===== config.mk =====
export PLATFORM = sky130hd
export DESIGN_NAME = pool_1
export DESIGN_NICKNAME = d
export VERILOG_FILES = /design/src/rtl/pool_1.sv
export SDC_FILE = /design/constraint.sdc
export NUM_CORES = 1
export LEC_CHECK = 0
export ABC_CLOCK_PERIOD_IN_PS = 2600
export CAP_MARGIN = 20
export CELL_PAD_IN_SITES_DETAIL_PLACEMENT = 0
export CELL_PAD_IN_SITES_GLOBAL_PLACEMENT = 1
export CORE_ASPECT_RATIO = 1.75
export CORE_MARGIN = 8
export CORE_UTILIZATION = 40
export DETAILED_ROUTE_END_ITERATION = 6
export PLACE_DENSITY_LB_ADDON = 0.1
export SYNTH_ARGS = -nofsm -noshare
export SYNTH_HDL_FRONTEND = slang
export SYNTH_SLANG_ARGS = --single-unit
export TNS_END_PERCENT = 10

===== constraint.sdc =====
create_clock -name clk -period 2.6 [get_ports clk]
set_input_delay 0.52 -clock clk [delete_from_list [all_inputs] [get_ports clk]]
set_output_delay 0.52 -clock clk [all_outputs]
set_load 0.05 [all_outputs]

===== src/rtl/pool_1.sv =====
// LeNet pool1: 2x2 stride-2 signed max pooling over the conv1 result maps.
// Reads conv1 BRAM one window element at a time and writes one result per window.
module pool_1 #(
   parameter int CONV1_DEEP   = 20,
   parameter int CONV1_OUTPUT = 24,
   parameter int POOL1_OUTPUT = 12,
   parameter int DATA_SIZE    = 8,
   parameter int READ_WAIT    = 3,
   parameter int CONV_BASE    = 0,
   parameter int POOL_BASE    = 0
) (
   input  logic                 clk,
   input  logic                 rst,
   input  logic                 pool_1_en,
   input  logic [DATA_SIZE-1:0] conv_result_bram_douta,
   output logic                 conv_result_bram_ena,
   output logic [14:0]          conv_result_bram_addra,
   output logic                 pool_result_bram_ena,
   output logic                 pool_result_bram_wea,
   output logic [12:0]          pool_result_bram_addra,
   output logic [DATA_SIZE-1:0] pool_result_bram_dina,
   output logic                 pool_1_finish
);

   localparam int FW  = $clog2(CONV1_DEEP + 1);
   localparam int PW  = $clog2(POOL1_OUTPUT);
   localparam int RWW = $clog2(READ_WAIT + 1);
   localparam int CW  = (RWW > 2) ? RWW : 2;

   localparam logic [FW-1:0] F_END  = FW'(CONV1_DEEP);
   localparam logic [PW-1:0] P_LAST = PW'(POOL1_OUTPUT - 1);
   localparam logic [CW-1:0] RD_CAP = CW'(READ_WAIT);
   localparam logic [CW-1:0] WR_END = CW'(3);

   localparam logic [31:0] IN_MAP  = CONV1_OUTPUT * CONV1_OUTPUT;
   localparam logic [31:0] IN_ROW  = CONV1_OUTPUT;
   localparam logic [31:0] OUT_MAP = POOL1_OUTPUT * POOL1_OUTPUT;
   localparam logic [31:0] OUT_ROW = POOL1_OUTPUT;
   localparam logic [31:0] C_BASE  = CONV_BASE;
   localparam logic [31:0] P_BASE  = POOL_BASE;
   localparam logic [DATA_SIZE-1:0] MIN_VAL = {1'b1, {(DATA_SIZE-1){1'b0}}};

   typedef enum logic [2:0] {
      S_IDLE,
      S_CHECK,
      S_LOAD,
      S_COMPARE,
      S_STORE,
      S_DONE
   } state_t;

   state_t               state_q, state_d;
   logic [FW-1:0]        f_q, f_d;
   logic [PW-1:0]        r_q, r_d;
   logic [PW-1:0]        c_q, c_d;
   logic [2:0]           k_q, k_d;
   logic [CW-1:0]        circle_q, circle_d;
   logic [DATA_SIZE-1:0] max_q, max_d;
   logic [DATA_SIZE-1:0] result_q, result_d;
   logic                 c_ena_q, c_ena_d;
   logic [14:0]          c_addr_q, c_addr_d;
   logic                 p_ena_q, p_ena_d;
   logic                 p_wea_q, p_wea_d;
   logic [12:0]          p_addr_q, p_addr_d;
   logic [DATA_SIZE-1:0] p_din_q, p_din_d;
   logic                 fin_q, fin_d;

   logic [31:0] rd_addr, wr_addr;

   // dy = k[1], dx = k[0] within the current 2x2 window
   always_comb begin
      rd_addr = C_BASE + 32'(f_q) * IN_MAP
              + (32'({r_q, 1'b0}) + 32'(k_q[1])) * IN_ROW
              + 32'({c_q, 1'b0}) + 32'(k_q[0]);
      wr_addr = P_BASE + 32'(f_q) * OUT_MAP
              + 32'(r_q) * OUT_ROW + 32'(c_q);
   end

   always_comb begin
      state_d  = state_q;
      f_d      = f_q;
      r_d      = r_q;
      c_d      = c_q;
      k_d      = k_q;
      circle_d = circle_q;
      max_d    = max_q;
      result_d = result_q;
      c_ena_d  = c_ena_q;
      c_addr_d = c_addr_q;
      p_ena_d  = p_ena_q;
      p_wea_d  = p_wea_q;
      p_addr_d = p_addr_q;
      p_din_d  = p_din_q;
      fin_d    = fin_q;
      if (pool_1_en || state_q == S_DONE) begin
         case (state_q)
            S_IDLE: begin
               f_d      = '0;
               r_d      = '0;
               c_d      = '0;
               k_d      = '0;
               circle_d = '0;
               max_d    = MIN_VAL;
               state_d  = S_CHECK;
            end
            S_CHECK: begin
               if (f_q == F_END) begin
                  fin_d   = 1'b1;
                  c_ena_d = 1'b0;
                  p_ena_d = 1'b0;
                  p_wea_d = 1'b0;
                  state_d = S_DONE;
               end else begin
                  k_d      = '0;
                  circle_d = '0;
                  max_d    = MIN_VAL;
                  state_d  = S_LOAD;
               end
            end
            S_LOAD: begin
               if (k_q == 3'd4) begin
                  c_ena_d = 1'b0;
                  state_d = S_COMPARE;
               end else if (circle_q == '0) begin
                  c_ena_d  = 1'b1;
                  c_addr_d = rd_addr[14:0];
                  circle_d = circle_q + 1'b1;
               end else if (circle_q == RD_CAP) begin
                  if ($signed(conv_result_bram_douta) > $signed(max_q))
                     max_d = conv_result_bram_douta;
                  k_d      = k_q + 3'd1;
                  circle_d = '0;
               end else begin
                  circle_d = circle_q + 1'b1;
               end
            end
            S_COMPARE: begin
               result_d = max_q;
               circle_d = '0;
               state_d  = S_STORE;
            end
            S_STORE: begin
               if (circle_q == '0) begin
                  p_ena_d  = 1'b1;
                  p_wea_d  = 1'b1;
                  p_addr_d = wr_addr[12:0];
                  p_din_d  = result_q;
                  circle_d = circle_q + 1'b1;
               end else if (circle_q == WR_END) begin
                  p_ena_d  = 1'b0;
                  p_wea_d  = 1'b0;
                  circle_d = '0;
                  if (c_q == P_LAST) begin
                     c_d = '0;
                     if (r_q == P_LAST) begin
                        r_d = '0;
                        f_d = f_q + 1'b1;
                     end else begin
                        r_d = r_q + 1'b1;
                     end
                  end else begin
                     c_d = c_q + 1'b1;
                  end
                  state_d = S_CHECK;
               end else begin
                  circle_d = circle_q + 1'b1;
               end
            end
            S_DONE: begin
               if (pool_1_en) begin
                  fin_d = 1'b1;
               end else begin
                  fin_d   = 1'b0;
                  state_d = S_IDLE;
               end
            end
            default: state_d = S_IDLE;
         endcase
      end
   end

   always_ff @(posedge clk or negedge rst) begin
      if (!rst) begin
         state_q  <= S_IDLE;
         f_q      <= '0;
         r_q      <= '0;
         c_q      <= '0;
         k_q      <= '0;
         circle_q <= '0;
         max_q    <= MIN_VAL;
         result_q <= '0;
         c_ena_q  <= 1'b0;
         c_addr_q <= '0;
         p_ena_q  <= 1'b0;
         p_wea_q  <= 1'b0;
         p_addr_q <= '0;
         p_din_q  <= '0;
         fin_q    <= 1'b0;
      end else begin
         state_q  <= state_d;
         f_q      <= f_d;
         r_q      <= r_d;
         c_q      <= c_d;
         k_q      <= k_d;
         circle_q <= circle_d;
         max_q    <= max_d;
         result_q <= result_d;
         c_ena_q  <= c_ena_d;
         c_addr_q <= c_addr_d;
         p_ena_q  <= p_ena_d;
         p_wea_q  <= p_wea_d;
         p_addr_q <= p_addr_d;
         p_din_q  <= p_din_d;
         fin_q    <= fin_d;
      end
   end

   assign conv_result_bram_ena   = c_ena_q;
   assign conv_result_bram_addra = c_addr_q;
   assign pool_result_bram_ena   = p_ena_q;
   assign pool_result_bram_wea   = p_wea_q;
   assign pool_result_bram_addra = p_addr_q;
   assign pool_result_bram_dina  = p_din_q;
   assign pool_1_finish          = fin_q;

endmodule


==> run metrics <==
Routed Antenna Nets 0; MaxCap Viol Count 0; EDFF count, synth 0; diode count 0; clk_lat worst skew 0.34 ns; area of the multi-input gates 0.00248 mm2; Post-Syn Area 0.00451 mm2; CTS root buffer clkbuf_16; Synth area leaders dfrtp_1 (42%), ha_1 (10%), o21ai_0 (5.6%); Worst path slowest cell dfrtp_1; H-tree levels 3; Synth Instances 445; GRT Total Usage 15.8%; vias in the first global route 3803; skew final 0.00581 ns; Async SR Flop Fraction 100%; CTS buffer count 9; ratio of final minimum period to clock period 99.1%; # placed instances 652; RSZ-0062 raised after global routing yes; delay-heaviest family, CP compound AO/OA/AOI/OAI gates; Synth Area per Inst 10.1 um2; Die X 96.3 um; Chip Height 156 um; P per Cell Area 1020 mW/mm2; DRC marker count from the first detailed-route iteration 78; Final setup viols 0; CTS tree built; Reg area 0.00190 mm2; Peak Freq 0.388 GHz; die area 0.0151 mm2; Ports 51; Peak VDD IR 0.479 mV; DRC violations left 0; wirelength, routed 10900 um; FILL cells 1027; HPWL Detailed 8390 um; largest net degree at the start of global routing 45; CTS sink count 76; CTS Buffer Depth 2; number of synthesized register bits 76; hold buffer count at CTS 0; Slew headroom 58.0%; Seq/Total Area, Yosys 42.2%; global-route wire length before repair 18200 um; worst min path class input port to async pin; crit path time final 2.58 ns; worst-path fanout max 4; worst reg2reg path depth 12; crit-path cells ha_2 -> inv_2 -> fa_2 -> inv_2 -> a31oi_2 -> xor2_1 -> ha_1 -> a21o_1 -> a31o_4 -> a31oi_4 -> nor3_1 -> o31ai_1; Worst-path clk slew 0.06 ns; CORE AREA 0.0110 mm2; Syn Nets 498; initial antenna violation count 0; CP Depth 12; critical path class flip-flop to flip-flop; status finished clean; startpoint type of the worst setup path flip-flop; post-synth top area cell dfrtp_1; Final #Nets 585; Worst EP required 2.84 ns; vias 3572; CP endpoint kind flip-flop; Slew @ Worst Pin 0.629 ns; GP Congestion 0.861; top_reg_cell synth dfrtp_1; gr ovfl total 0; max incr delay on CP 0.39 ns; share of cells above drive strength 1 19.9%; hold_ws 0.128 ns; cell area after layout 0.00580 mm2; placed cell areas 0.00545 mm2; Worst EP arrival 2.82 ns; Hold Vio Cnt, Final 0; Synth warnings 0; WL/cell 16.3 um; First-pass DRT Iterations 4; Layout area overhead 28.7%; Crit path top cell by count inv_2; port bufs 50; library cells used by synthesis 62; share of the synthesized area in the top cell type 41.6%; Buf/Inv on CP 2; Finished Layout Cells 669; vias per cell 5.34; Leak Pwr 2.74 nW; Starting Density 40.8%; fin. max-slew vios 0; Std-Cell Rows 51
[routing by layer]
| metal | vias up | global-route usage [%] | part of all wire, % | wire length, um |
|---|---|---|---|---|
| met5 | - | 0 | 0 | 0 |
| met4 | 0 | 10.2 | 4.4 | 476 |
| met3 | 29 | 3.55 | 4.0 | 435 |
| met2 | 59 | 28.9 | 55 | 6060 |
| met1 | 1725 | 15.0 | 36 | 3960 |
| li1 | 1759 | - | - | - |
[registers in the layout, indices dropped and copies added, names as in the netlist]
register                flops
pool_1_finish               1
pool_result_bram_addra     13
result_q                    8
c_q                         4
conv_result_bram_addra     15
max_q                       8
state_q                     3
pool_result_bram_wea        1
conv_result_bram_ena        1
f_q                         5
circle_q                    2
pool_result_bram_dina       8
r_q                         4
k_q                         3
[kinds of logic after synthesis]
family          share of synthesized area [%]
compound gates                           18.1
mux                                      4.94
flops                                    42.2
buf+inv                                  4.55
xor+xnor                                 4.86
fa+ha+maj                                12.5
simple gates                             12.9
[worst register-to-register path, cell delays in order, from the launching register on]
cell and delay, ns:
dfrtp_1 0.39, ha_2 0.20, inv_2 0.05, fa_2 0.35
inv_2 0.08, a31oi_2 0.04, xor2_1 0.16, ha_1 0.30
a21o_1 0.19, a31o_4 0.23, a31oi_4 0.17, nor3_1 0.07
o31ai_1 0.24
[what timing repair did]
action,in CTS,in global routing
gates resized for setup,3,15
setup endpoints to repair,6,12
pin swaps,3,6
buffers inserted,0,1
[stage by stage]
| step | power (mW) | setup slack (ns) | utilization (%) | setup TNS [ns] |
|---|---|---|---|---|
| floorplan | 3.72 | 0.00671 | - | 0 |
| global placement | 4.67 | 0.0437 | 49.4 | 0 |
| detailed placement | 4.73 | -0.0508 | 49.4 | -0.0787 |
| CTS | 5.96 | -0.0102 | 52.0 | -0.0184 |
| global route | 6.33 | -0.157 | 52.6 | -0.960 |
| finish | 5.89 | 0.0231 | 52.6 | 0 |
[synthesized netlist by cell type, drive strengths merged (3+ instances only)]
| library cell | n |
|---|---|
| a22o | 9 |
| a31oi | 6 |
| nand4 | 7 |
| a21o | 11 |
| o31ai | 6 |
| mux2 | 18 |
| nor2 | 11 |
| nand2 | 50 |
| o211ai | 5 |
| clkbuf | 8 |
| nor2b | 6 |
| a21oi | 14 |
| nor3 | 4 |
| and2 | 3 |
| inv | 30 |
| xor2 | 13 |
| fa | 5 |
| xnor2 | 12 |
| dfrtp | 75 |
| o21ai | 50 |
| and3 | 5 |
| ha | 37 |
| nand3 | 8 |
| o21a | 3 |
| nand2b | 3 |
| buf | 9 |
[layout make-up]
cell class,instances,area share (%)
multi-input combinational,322,42.8
timing repair buffer,93,14.8
sequential,76,32.8
inverter,30,1.94
clock inverter,7,0.992
tap,132,2.85
clock buffer,9,3.88
[where the power goes]
| part | internal, mW | leakage, nW | total [mW] | switching (mW) |
|---|---|---|---|---|
| Sequential | 1.54 | 1.01 | 1.86 | 0.319 |
| Combinational | 1.18 | 1.60 | 2.84 | 1.66 |
| Clock | 0.661 | 0.135 | 1.20 | 0.535 |
| Total | 3.38 | 2.74 | 5.89 | 2.51 |
[layout by cell type, fill, tap and decap left out, types with 3 or more instances in the layout]
master           count
nor2_1               9
o211ai_1             5
xnor2_1             11
fa_1                 3
inv_6                3
a31oi_1              4
o21a_1               3
nor2b_1              4
mux2_2              18
clkbuf_16            9
clkdlybuf4s50_1     49
o31ai_1              6
o21ai_1              5
inv_2                3
nor3_1               4
a22o_1               9
and3_1               4
nand2b_1             3
inv_1               27
nand4_1              7
buf_4               41
xor2_1              13
ha_1                34
o21ai_0             45
a21o_1              11
a21oi_1             13
nand2_1             50
buf_12               3
nand3_1              8
dfrtp_1             75
[worst paths after layout]
check                      slack [ns]                        from                    endpoint
setup / recovery                 0.02                      r_q[1]  conv_result_bram_addra[12]
hold / removal                   0.13                         rst   conv_result_bram_addra[6]
setup reg to reg                 0.02                      r_q[1]  conv_result_bram_addra[12]
hold reg to reg                  0.47  conv_result_bram_addra[13]  conv_result_bram_addra[13]
max in group asynchronous        1.82                         rst                    max_q[7]
min in group clk                 0.47  conv_result_bram_addra[13]  conv_result_bram_addra[13]
Note: power is estimated with default switching activity, not from simulation.
